[config.mk]
export PLATFORM = sky130hd
export DESIGN_NAME = mc_controller
export DESIGN_NICKNAME = d
export VERILOG_FILES = /design/src/rtl/mc_controller.sv
export SDC_FILE = /design/constraint.sdc
export NUM_CORES = 1
export LEC_CHECK = 0
export CAP_MARGIN = 20
export CORE_AREA = 2 2 88 90
export CTS_BUF_LIST = sky130_fd_sc_hd__clkbuf_4 sky130_fd_sc_hd__clkbuf_8
export DETAILED_ROUTE_END_ITERATION = 10
export DIE_AREA = 0 0 90 92
export PLACE_DENSITY = 0.52
export SLEW_MARGIN = 20
export SYNTH_ARGS = -nofsm -noshare
export SYNTH_HDL_FRONTEND = slang
export SYNTH_SLANG_ARGS = --single-unit
[constraint.sdc]
create_clock -name clk -period 3.3 [get_ports clk]
set_clock_uncertainty 0.2 [all_clocks]
set_input_delay 0.66 -clock clk [delete_from_list [all_inputs] [get_ports clk]]
set_output_delay 0.66 -clock clk [all_outputs]
set_load 0.02 [all_outputs]
[src/rtl/mc_controller.sv]
`default_nettype none
// ============================================================================
//  Module   : mc_controller
//  Brief    : Multi-cycle control FSM for the RV32IM core (ALU, MU, dmem, WB).
//  Revision : 1.0  initial release
// ============================================================================
module mc_controller #(
    parameter int pcmux_N     = 4,
    parameter int ifuresctl_N = 4,
    parameter bit MUL_EN      = 1'b1,
    parameter int MEM_TIMEOUT = 255
) (
    input  logic                           clk,
    input  logic                           rst_n,
    input  logic                           instr_valid,
    output logic                           instr_ready,
    input  logic [6:0]                     opcode,
    input  logic [2:0]                     func3,
    input  logic [6:0]                     func7,
    input  logic                           alu_zero,
    input  logic                           alu_lt,
    input  logic                           alu_ltu,
    input  logic                           mul_done,
    input  logic                           mem_ready,
    output logic [$clog2(pcmux_N)-1:0]     pcctl,
    output logic                           pcwe,
    output logic                           regwe,
    output logic                           alusrca,
    output logic                           alusrcb,
    output logic [3:0]                     aluctl,
    output logic [1:0]                     mulctl,
    output logic                           mul_start,
    output logic                           memre,
    output logic                           memwe,
    output logic [$clog2(ifuresctl_N)-1:0] ifuresctl,
    output logic                           illegal
);

    localparam int c_PCW = $clog2(pcmux_N);
    localparam int c_RSW = $clog2(ifuresctl_N);

    localparam logic [6:0] c_OP_OP     = 7'h33;
    localparam logic [6:0] c_OP_OPIMM  = 7'h13;
    localparam logic [6:0] c_OP_LUI    = 7'h37;
    localparam logic [6:0] c_OP_AUIPC  = 7'h17;
    localparam logic [6:0] c_OP_JAL    = 7'h6F;
    localparam logic [6:0] c_OP_JALR   = 7'h67;
    localparam logic [6:0] c_OP_BRANCH = 7'h63;
    localparam logic [6:0] c_OP_LOAD   = 7'h03;
    localparam logic [6:0] c_OP_STORE  = 7'h23;

    localparam logic [3:0] c_ALU_ADD   = 4'd0;
    localparam logic [3:0] c_ALU_SUB   = 4'd1;
    localparam logic [3:0] c_ALU_SLL   = 4'd2;
    localparam logic [3:0] c_ALU_SLT   = 4'd3;
    localparam logic [3:0] c_ALU_SLTU  = 4'd4;
    localparam logic [3:0] c_ALU_XOR   = 4'd5;
    localparam logic [3:0] c_ALU_SRL   = 4'd6;
    localparam logic [3:0] c_ALU_SRA   = 4'd7;
    localparam logic [3:0] c_ALU_OR    = 4'd8;
    localparam logic [3:0] c_ALU_AND   = 4'd9;
    localparam logic [3:0] c_ALU_PASSB = 4'd10;

    localparam logic [c_PCW-1:0] c_PC_PLUS4 = c_PCW'(0);
    localparam logic [c_PCW-1:0] c_PC_IMM   = c_PCW'(1);
    localparam logic [c_PCW-1:0] c_PC_ALU   = c_PCW'(2);
    localparam logic [c_PCW-1:0] c_PC_TRAP  = c_PCW'(3);

    localparam logic [c_RSW-1:0] c_RES_ALU  = c_RSW'(0);
    localparam logic [c_RSW-1:0] c_RES_MU   = c_RSW'(1);
    localparam logic [c_RSW-1:0] c_RES_MEM  = c_RSW'(2);
    localparam logic [c_RSW-1:0] c_RES_PC4  = c_RSW'(3);

    localparam logic [7:0] c_TIMEOUT = 8'(MEM_TIMEOUT);

    typedef enum logic [2:0] {
        S_FETCH = 3'd0,
        S_EXEC  = 3'd1,
        S_MUL   = 3'd2,
        S_MEM   = 3'd3,
        S_TRAP  = 3'd4
    } state_t;

    typedef enum logic [2:0] {
        K_ILL    = 3'd0,
        K_ALU    = 3'd1,
        K_JUMP   = 3'd2,
        K_BRANCH = 3'd3,
        K_MEM    = 3'd4,
        K_MUL    = 3'd5
    } kind_t;

    state_t           r_state;
    state_t           w_state_next;
    logic [7:0]       r_count;
    logic [7:0]       w_count_next;
    logic             r_illegal;
    logic [6:0]       r_opcode;
    logic [2:0]       r_func3;
    logic [6:0]       r_func7;

    kind_t            w_kind;
    logic [3:0]       w_base_alu;
    logic [3:0]       w_dec_aluctl;
    logic             w_dec_srca;
    logic             w_dec_srcb;
    logic [c_PCW-1:0] w_dec_pcctl;
    logic             w_is_load;
    logic             w_f7_std;
    logic             w_taken;
    logic [7:0]       w_count_inc;

    always_ff @(posedge clk) begin
        if (!rst_n) begin
            r_state   <= S_FETCH;
            r_count   <= '0;
            r_illegal <= 1'b0;
            r_opcode  <= '0;
            r_func3   <= '0;
            r_func7   <= '0;
        end else begin
            r_state <= w_state_next;
            r_count <= w_count_next;
            if (r_state == S_TRAP) begin
                r_illegal <= 1'b1;
            end
            if (instr_valid && instr_ready) begin
                r_opcode <= opcode;
                r_func3  <= func3;
                r_func7  <= func7;
            end
        end
    end

    // func7 of 0x00 or 0x20 is the only legal pattern for the shift/SUB variants
    assign w_f7_std    = (r_func7 & 7'b1011111) == 7'h00;
    assign w_is_load   = (r_opcode == c_OP_LOAD);
    assign w_count_inc = r_count + 8'd1;
    assign illegal     = rst_n & r_illegal;

    always_comb begin
        w_base_alu = c_ALU_ADD;
        case (r_func3)
            3'd0:    w_base_alu = c_ALU_ADD;
            3'd1:    w_base_alu = c_ALU_SLL;
            3'd2:    w_base_alu = c_ALU_SLT;
            3'd3:    w_base_alu = c_ALU_SLTU;
            3'd4:    w_base_alu = c_ALU_XOR;
            3'd5:    w_base_alu = c_ALU_SRL;
            3'd6:    w_base_alu = c_ALU_OR;
            default: w_base_alu = c_ALU_AND;
        endcase
    end

    always_comb begin
        w_kind       = K_ILL;
        w_dec_aluctl = c_ALU_ADD;
        w_dec_srca   = 1'b0;
        w_dec_srcb   = 1'b0;
        w_dec_pcctl  = c_PC_IMM;
        case (r_opcode)
            c_OP_OP: begin
                if (r_func7 == 7'h01) begin
                    if (MUL_EN && !r_func3[2]) begin
                        w_kind = K_MUL;
                    end
                end else if (w_f7_std && (!r_func7[5] || r_func3 == 3'd0 || r_func3 == 3'd5)) begin
                    w_kind = K_ALU;
                    if (!r_func7[5]) begin
                        w_dec_aluctl = w_base_alu;
                    end else begin
                        w_dec_aluctl = (r_func3 == 3'd0) ? c_ALU_SUB : c_ALU_SRA;
                    end
                end
            end
            c_OP_OPIMM: begin
                // func7 is immediate data except for the shift encodings
                w_kind       = K_ALU;
                w_dec_srcb   = 1'b1;
                w_dec_aluctl = w_base_alu;
                if (r_func3 == 3'd1 && r_func7 != 7'h00) begin
                    w_kind = K_ILL;
                end
                if (r_func3 == 3'd5) begin
                    if (!w_f7_std) begin
                        w_kind = K_ILL;
                    end else if (r_func7[5]) begin
                        w_dec_aluctl = c_ALU_SRA;
                    end
                end
            end
            c_OP_LUI: begin
                w_kind       = K_ALU;
                w_dec_aluctl = c_ALU_PASSB;
                w_dec_srcb   = 1'b1;
            end
            c_OP_AUIPC: begin
                w_kind     = K_ALU;
                w_dec_srca = 1'b1;
                w_dec_srcb = 1'b1;
            end
            c_OP_JAL: begin
                w_kind = K_JUMP;
            end
            c_OP_JALR: begin
                if (r_func3 == 3'd0) begin
                    w_kind      = K_JUMP;
                    w_dec_pcctl = c_PC_ALU;
                    w_dec_srcb  = 1'b1;
                end
            end
            c_OP_BRANCH: begin
                if (r_func3[2:1] != 2'b01) begin
                    w_kind       = K_BRANCH;
                    w_dec_aluctl = c_ALU_SUB;
                end
            end
            c_OP_LOAD: begin
                if (r_func3 != 3'd3 && r_func3 != 3'd6 && r_func3 != 3'd7) begin
                    w_kind     = K_MEM;
                    w_dec_srcb = 1'b1;
                end
            end
            c_OP_STORE: begin
                if (!r_func3[2] && r_func3[1:0] != 2'b11) begin
                    w_kind     = K_MEM;
                    w_dec_srcb = 1'b1;
                end
            end
            default: w_kind = K_ILL;
        endcase
    end

    // func3[0] inverts the base condition (BNE/BGE/BGEU)
    always_comb begin
        w_taken = 1'b0;
        case (r_func3[2:1])
            2'b00:   w_taken = alu_zero;
            2'b10:   w_taken = alu_lt;
            2'b11:   w_taken = alu_ltu;
            default: w_taken = 1'b0;
        endcase
        w_taken = w_taken ^ r_func3[0];
    end

    always_comb begin
        w_state_next = r_state;
        w_count_next = r_count;
        instr_ready  = 1'b0;
        pcctl        = c_PC_PLUS4;
        pcwe         = 1'b0;
        regwe        = 1'b0;
        alusrca      = 1'b0;
        alusrcb      = 1'b0;
        aluctl       = c_ALU_ADD;
        mulctl       = 2'd0;
        mul_start    = 1'b0;
        memre        = 1'b0;
        memwe        = 1'b0;
        ifuresctl    = c_RES_ALU;
        // while reset is low every strobe stays quiet, so an in-flight op never commits
        if (rst_n) begin
            case (r_state)
                S_FETCH: begin
                    instr_ready = 1'b1;
                    if (instr_valid) begin
                        w_state_next = S_EXEC;
                    end
                end
                S_EXEC: begin
                    case (w_kind)
                        K_ALU: begin
                            aluctl       = w_dec_aluctl;
                            alusrca      = w_dec_srca;
                            alusrcb      = w_dec_srcb;
                            regwe        = 1'b1;
                            ifuresctl    = c_RES_ALU;
                            pcwe         = 1'b1;
                            pcctl        = c_PC_PLUS4;
                            w_state_next = S_FETCH;
                        end
                        K_JUMP: begin
                            alusrcb      = w_dec_srcb;
                            regwe        = 1'b1;
                            ifuresctl    = c_RES_PC4;
                            pcwe         = 1'b1;
                            pcctl        = w_dec_pcctl;
                            w_state_next = S_FETCH;
                        end
                        K_BRANCH: begin
                            aluctl       = w_dec_aluctl;
                            pcwe         = 1'b1;
                            pcctl        = w_taken ? c_PC_IMM : c_PC_PLUS4;
                            w_state_next = S_FETCH;
                        end
                        K_MEM: begin
                            alusrcb      = 1'b1;
                            w_count_next = '0;
                            w_state_next = S_MEM;
                        end
                        K_MUL: begin
                            mul_start    = 1'b1;
                            mulctl       = r_func3[1:0];
                            w_state_next = S_MUL;
                        end
                        default: w_state_next = S_TRAP;
                    endcase
                end
                S_MUL: begin
                    mulctl = r_func3[1:0];
                    if (mul_done) begin
                        regwe        = 1'b1;
                        ifuresctl    = c_RES_MU;
                        pcwe         = 1'b1;
                        pcctl        = c_PC_PLUS4;
                        w_state_next = S_FETCH;
                    end
                end
                S_MEM: begin
                    alusrcb = 1'b1;
                    memre   = w_is_load;
                    memwe   = !w_is_load;
                    // completion is checked first so a ready on the limit cycle still commits
                    if (mem_ready) begin
                        regwe        = w_is_load;
                        ifuresctl    = w_is_load ? c_RES_MEM : c_RES_ALU;
                        pcwe         = 1'b1;
                        pcctl        = c_PC_PLUS4;
                        w_count_next = '0;
                        w_state_next = S_FETCH;
                    end else if (w_count_inc == c_TIMEOUT) begin
                        w_count_next = '0;
                        w_state_next = S_TRAP;
                    end else begin
                        w_count_next = w_count_inc;
                    end
                end
                S_TRAP: begin
                    if (!r_illegal) begin
                        pcwe  = 1'b1;
                        pcctl = c_PC_TRAP;
                    end
                end
                default: w_state_next = S_FETCH;
            endcase
        end
    end

endmodule
`default_nettype wire

* After elaboration in Yosys (flattened, before gate mapping) *
Index checks and enable logic that the tools add are counted.

operators by class
  add/subtract/negate cells = 1
  multiply operators = 0
  div/mod/pow operators = 0
  $lt $le $gt $ge = 0
  equality and inequality tests = 37
  shift operators = 0
  muxes and demuxes = 81
  bitwise logic cells = 3
  reduce and logical (&&, ||, !) cells = 24

operator list
  operator               count
  $mux W4                9
  $mux W3                11
  $mux W1                30
  $pmux W4 S7            1
  $mux W2                12
  $mux W8                3
  $pmux W3 S8            1
  $eq A7 B6 Y1 const B   3
  $eq A7 B7 Y1 const B   3
  $eq A3 B2 Y1 const B   6
  $eq A3 B3 Y1 const B   6
  $pmux W4 S4            1
  $pmux W8 S2            1
  $pmux W3 S5            1
  $eq A7 B5 Y1 const B   2
  $pmux W2 S2            3
  $eq A3 B1 Y1 const B   3
  $ne A3 B3 Y1 const B   3
  $pmux W3 S3            1
  $add A8 B1 Y8 const B  1
  $eq A8 B8 Y1 const B   1
  $ne A2 B2 Y1 const B   4
  $pmux W1 S4            2
  $eq A7 B1 Y1 const B   1
  22 further kinds       37

storage, ports and cells
  bits in registers = 29
  bits in latches = 0
  bits in writable memories = 0
  ROM bits = 0
  input bits = 25
  output and inout bits = 19
  logic and storage cells = 152
  memories = 0

* Depth between registers and ports, before layout *
Gate-level depths: netlist of the first run.

  word-level depth = 12
  mapped depth = 8

* Worst setup path after synthesis of the first run *
Ideal clock, no wire load.

  path kind = register -> output
  start point = register r_opcode[3]
  end point = output aluctl[2]
  data arrival time = 2.143 ns
  setup slack = 0.297 ns
  stages on the path, launching flop included = 7
  cell sequence = dfxtp_1 and4bb_4 nand2_4 a211o_4 and3_4 or3_4 nor4_2

on the way
  longest elaborated chain between the ends = 8

ends and longest elaborated chain
  element                                       RTL line  text
  start, declared                               98        logic [6:0] r_opcode;
  start signal, assigned                        128       r_opcode <= opcode;
  $eq A7 B5 Y1 or $eq A7 B6 Y1 (tied branches)  161       case (r_opcode)
  $reduce_or A2 Y1 (no source line)             -
  $pmux W3 S8                                   161
  $eq A3 B2 Y1 or $eq A3 B1 Y1 (tied branches)  271       case (w_kind)
  $reduce_or A2 Y1 (no source line)             -
  $mux W4 *                                     271
  $mux W4 *                                     263       case (r_state)
  $mux W4 *                                     262       if (rst_n) begin
  end, declared                                 30        output logic [3:0] aluctl,

Mark *: on every way between the ends. The rest lies on a longest branch, timed or not.

* Worst setup path after layout of the first run *
  start point = register r_func7[2]
  end point = output aluctl[2]

on the way
  longest elaborated chain between the ends = 11

ends and longest elaborated chain
  element                                       RTL line  text
  start, declared                               100       logic [6:0] r_func7;
  start signal, assigned                        130       r_func7 <= func7;
  $reduce_bool A7 Y1                            181       if (r_func3 == 3'd1 && r_func7 != 7'h00) begin
  $logic_and A1 B1 Y1                           181
  $mux W1                                       181
  $mux W3                                       185       if (!w_f7_std) begin
  $mux W3                                       184       if (r_func3 == 3'd5) begin
  $pmux W3 S8                                   161
  $eq A3 B2 Y1 or $eq A3 B1 Y1 (tied branches)  271
  $reduce_or A2 Y1 (no source line)             -
  $mux W4 *                                     271
  $mux W4 *                                     263
  $mux W4 *                                     262

Marked as above.

==> results of run 1 <==
power by group:
group | total [mW] | internal, mW | switching, mW
Combinational | 0.216 | 0.108 | 0.109
Sequential | 0.378 | 0.366 | 0.0123
Clock | 0.288 | 0.145 | 0.142
Total | 0.882 | 0.619 | 0.263
worst max-delay path, delay by kind of cell (launching register included):
kind / cells / cell delay, ns
buffers and inverters: 1 / 0.17
and+or+nand+nor: 4 / 1.14
AOI/OAI and AO/OA: 2 / 0.50
DFF: 1 / 0.33
sequential cells by signal, summed over array words and instances (netlist names):
| name | cells |
|---|---|
| r_state | 3 |
| r_illegal | 1 |
| r_opcode | 7 |
| r_func3 | 3 |
| r_func7 | 7 |
| r_count | 8 |
through the flow:
step | cells | hold slack (ns)
floorplan | 296 | 0.244
global placement | 461 | 0.253
detailed placement | 461 | 0.271
CTS | 469 | 0.280
global route | 469 | 0.293
finish | 469 | 0.277
worst max-delay path by stage:
stage                     end  slack [ns]  cells past startpoint
floorplan           aluctl[2]        0.30                      6
global placement    aluctl[2]       -0.32                      7
detailed placement  aluctl[2]       -0.33                      7
CTS                 aluctl[2]       -0.03                      7
global route        aluctl[2]       -0.13                      7
finish              aluctl[2]        0.01                      7
per-layer routing:
metal	vias to the layer above	track usage, %	part of all wire (%)
met5	-	0	0
met4	0	3.46	0.78
met3	4	2.55	3.9
met2	44	25.5	46
met1	1081	20.7	49
li1	1199	-	-
final cells by class:
class | instances | area (sq um) | area share (%)
multi-input cells | 238 | 1450 | 48.7
repair buffers | 80 | 689 | 23.1
flip-flops and latches | 29 | 583 | 19.5
well taps | 102 | 128 | 4.28
clock buffers | 5 | 68.8 | 2.31
inverters | 12 | 45.0 | 1.51
clock inverters | 3 | 17.5 | 0.587
kinds of logic (layout without fill, tap and decap cells):
kind of cell	count (synthesis)	count (layout)
and+or+nand+nor	149	149
AOI/OAI and AO/OA	80	80
DFF	29	29
buffers and inverters	29	100
xor gates and xnor gates	5	5
adders and majority gates	2	2
muxes	2	2
cell usage after synthesis (2+ instances only):
cell type | n | share of area, %
nand2_1 | 57 | 10
dfxtp_1 | 29 | 27
nor2_1 | 18 | 3.1
a21boi_0 | 15 | 5.2
a21oi_1 | 15 | 3.5
nand3_1 | 14 | 3.3
o21ai_0 | 14 | 3.3
clkbuf_1 | 13 | 2.3
inv_1 | 11 | 1.9
nor3_1 | 9 | 2.1
a31oi_1 | 8 | 2.3
and3_1 | 6 | 1.7
nand2b_1 | 6 | 1.7
nand4_1 | 6 | 1.7
nor2b_1 | 5 | 1.5
nor3b_1 | 4 | 1.4
o21ai_1 | 4 | 0.93
xor2_1 | 4 | 1.6
and3b_2 | 3 | 1.4
nand4b_1 | 3 | 1.2
a22oi_1 | 2 | 0.70
and2_1 | 2 | 0.58
and4_1 | 2 | 0.82
buf_2 | 2 | 0.47
ha_1 | 2 | 1.2
o211a_1 | 2 | 0.93
o211ai_1 | 2 | 0.70
o21a_1 | 2 | 0.70
o311ai_1 | 2 | 0.82
placed cells by master (no fill, tap or decap), types with 3 or more instances in the layout:
master	synthesis	final
nand4_1	6	6
o21ai_1	4	5
and3_1	6	6
a21oi_1	15	13
nor2_1	18	18
nand4b_1	3	3
o21ai_0	14	13
nand2_1	57	57
a31oi_1	8	8
xor2_1	4	4
buf_2	2	3
a21boi_0	15	15
dlygate4sd2_1	0	3
nand3_1	14	14
nor3b_1	4	4
clkbuf_2	0	4
inv_1	11	11
and3b_2	3	3
nor2b_1	5	5
dfxtp_1	29	27
clkbuf_8	1	5
nor3_1	9	9
nand2b_1	6	6
clkdlybuf4s50_1	0	28
buf_4	0	38
timing repair:
item                                    4_1_cts  5_1_grt
cloned                                        0        0
resized for setup                            38       20
hold endpoints to repair                      0        0
pin swaps                                     1        4
endpoints found under the setup margin       14       12
==> flow_summary.json, run 1 <==
{
  "placed_cell_area_sq_um": 2910,
  "insertion_delay_ns": 0.28,
  "drtPass1Iterations": 4,
  "power_density_nw_per_um2": 296,
  "pre_cts_ws_ns": -0.330,
  "grt_overflow": 0,
  "reg2reg_from": "r_opcode[3]$_SDFFE_PN0P_",
  "first_iter_violations": 139,
  "fin_util_pct": 40.1,
  "yosys_most_used_dff": "dfxtp_1",
  "maxSlewViolCount": 0,
  "setup_slack_ns": 0.0115,
  "status": "completed",
  "maxCapViolCount": 0,
  "ctsHoldBuffers": 0,
  "crit_start": "r_func7[2]$_SDFFE_PN0P_",
  "grt_antenna_before_repair": 0,
  "critPathRequiredTime_ns": 2.44,
  "synth_fp_nets": 323,
  "max_freq_ghz": 0.304,
  "synth_fa_ha_area_share_pct": 1.17,
  "crit_type": "flip-flop to primary output",
  "worstHoldEndpoint": "r_func7[6]$_SDFFE_PN0P_",
  "fin_crit_ns": 3.29,
  "core_sq_um": 7450,
  "design_area_sq_um": 2980,
  "grt_max_degree": 39,
  "synth_area_sq_um": 2150,
  "clock_path_buffers": 2,
  "power_mw": 0.882,
  "synthMuxAreaShare_pct": 0.991,
  "grt_pass1_vias": 2290,
  "place_congestion": 0.813,
  "ioPinCount": 44,
  "relSlewSlack_pct": 62.8,
  "via_count": 2328,
  "syn2layout_area_growth_pct": 39.1,
  "setup_viol": 0,
  "crit_top_cell": "nor4_4",
  "yosysSeqAreaShare_pct": 27.1,
  "antenna_left": 0,
  "arrival_ns": 2.43,
  "numClockSinks": 29,
  "drc": 0,
  "r2r_slack_ns": 1.11,
  "async_flop_share_pct": 0,
  "synthSimpleGateAreaFrac_pct": 37.6,
  "antenna_cells": 0,
  "synth_edf_count": 0,
  "synth_cell_type_count": 63,
  "initial_core_util_pct": 28.8,
  "numCtsBuffers": 5,
  "grt_usage_pct": 15.3,
  "fin_crit_sh_pct": 99.7,
  "grt_pass1_wl_mm": 10.6,
  "cts_htree_levels": 2,
  "routedWlPerCell_microns": 12.8,
  "rsz0062_at_grt": "yes",
  "die_h_microns": 92,
  "crit_chain": "nor4_4, o211ai_1, a211o_4, and3_4, or3_4, nor4_4, buf_4",
  "cp-start-kind": "flip-flop",
  "cp-end-kind": "primary output",
  "post_synth_xor_area_fraction_pct": 2.04,
  "reg2reg_depth": 9,
  "hp-class": "flip-flop to flip-flop",
  "cts_setup_buffers": 0,
  "synth_warnings": 0,
  "tightest_slew_ns": 0.557,
  "cts_root_buf": "clkbuf_8",
  "p_leak_nw": 1.19,
  "die_x_microns": 90,
  "synth_area_per_cell_sq_um": 7.25,
  "synth_compound_area_share_pct": 25.2,
  "dp.final_hpwl_mm": 4.63,
  "slowest_delay_ns": 0.36,
  "hold_violations": 0,
  "synth_top_family_by_area": "simple AND/OR/NAND/NOR gates",
  "syn_inst": 296,
  "cts_tree": "done",
  "crit_slowest_cell": "or3_4",
  "die_area_sq_um": 8280,
  "via_per_inst": 4.96,
  "peakVddDrop_uv": 109,
  "drive_gt1_share_pct": 21.0,
  "fin_nets": 393,
  "crit_path_max_fanout": 4,
  "rows": 32,
  "fin_tns_setup_ns": 0,
  "fillers": 833,
  "holdPathStages": 2,
  "min_from": "r_func7[6]$_SDFFE_PN0P_",
  "ys_ff_latch": 29,
  "wl_mm": 6.01,
  "clkTransAtPathRegs_ns": 0.06,
  "port_buffers": 43,
  "timing.rr.end": "r_count[6]$_SDFFE_PN0P_"
}
Power figures use the tool's default switching activity.
==> inputs of run 2 (changes only) <==
- CAP_MARGIN: 20 -> unset
- CTS_CLUSTER_SIZE: unset -> 40
==> results of run 2 <==
The final DEF is identical to that of run 1; final timing and power are the same.
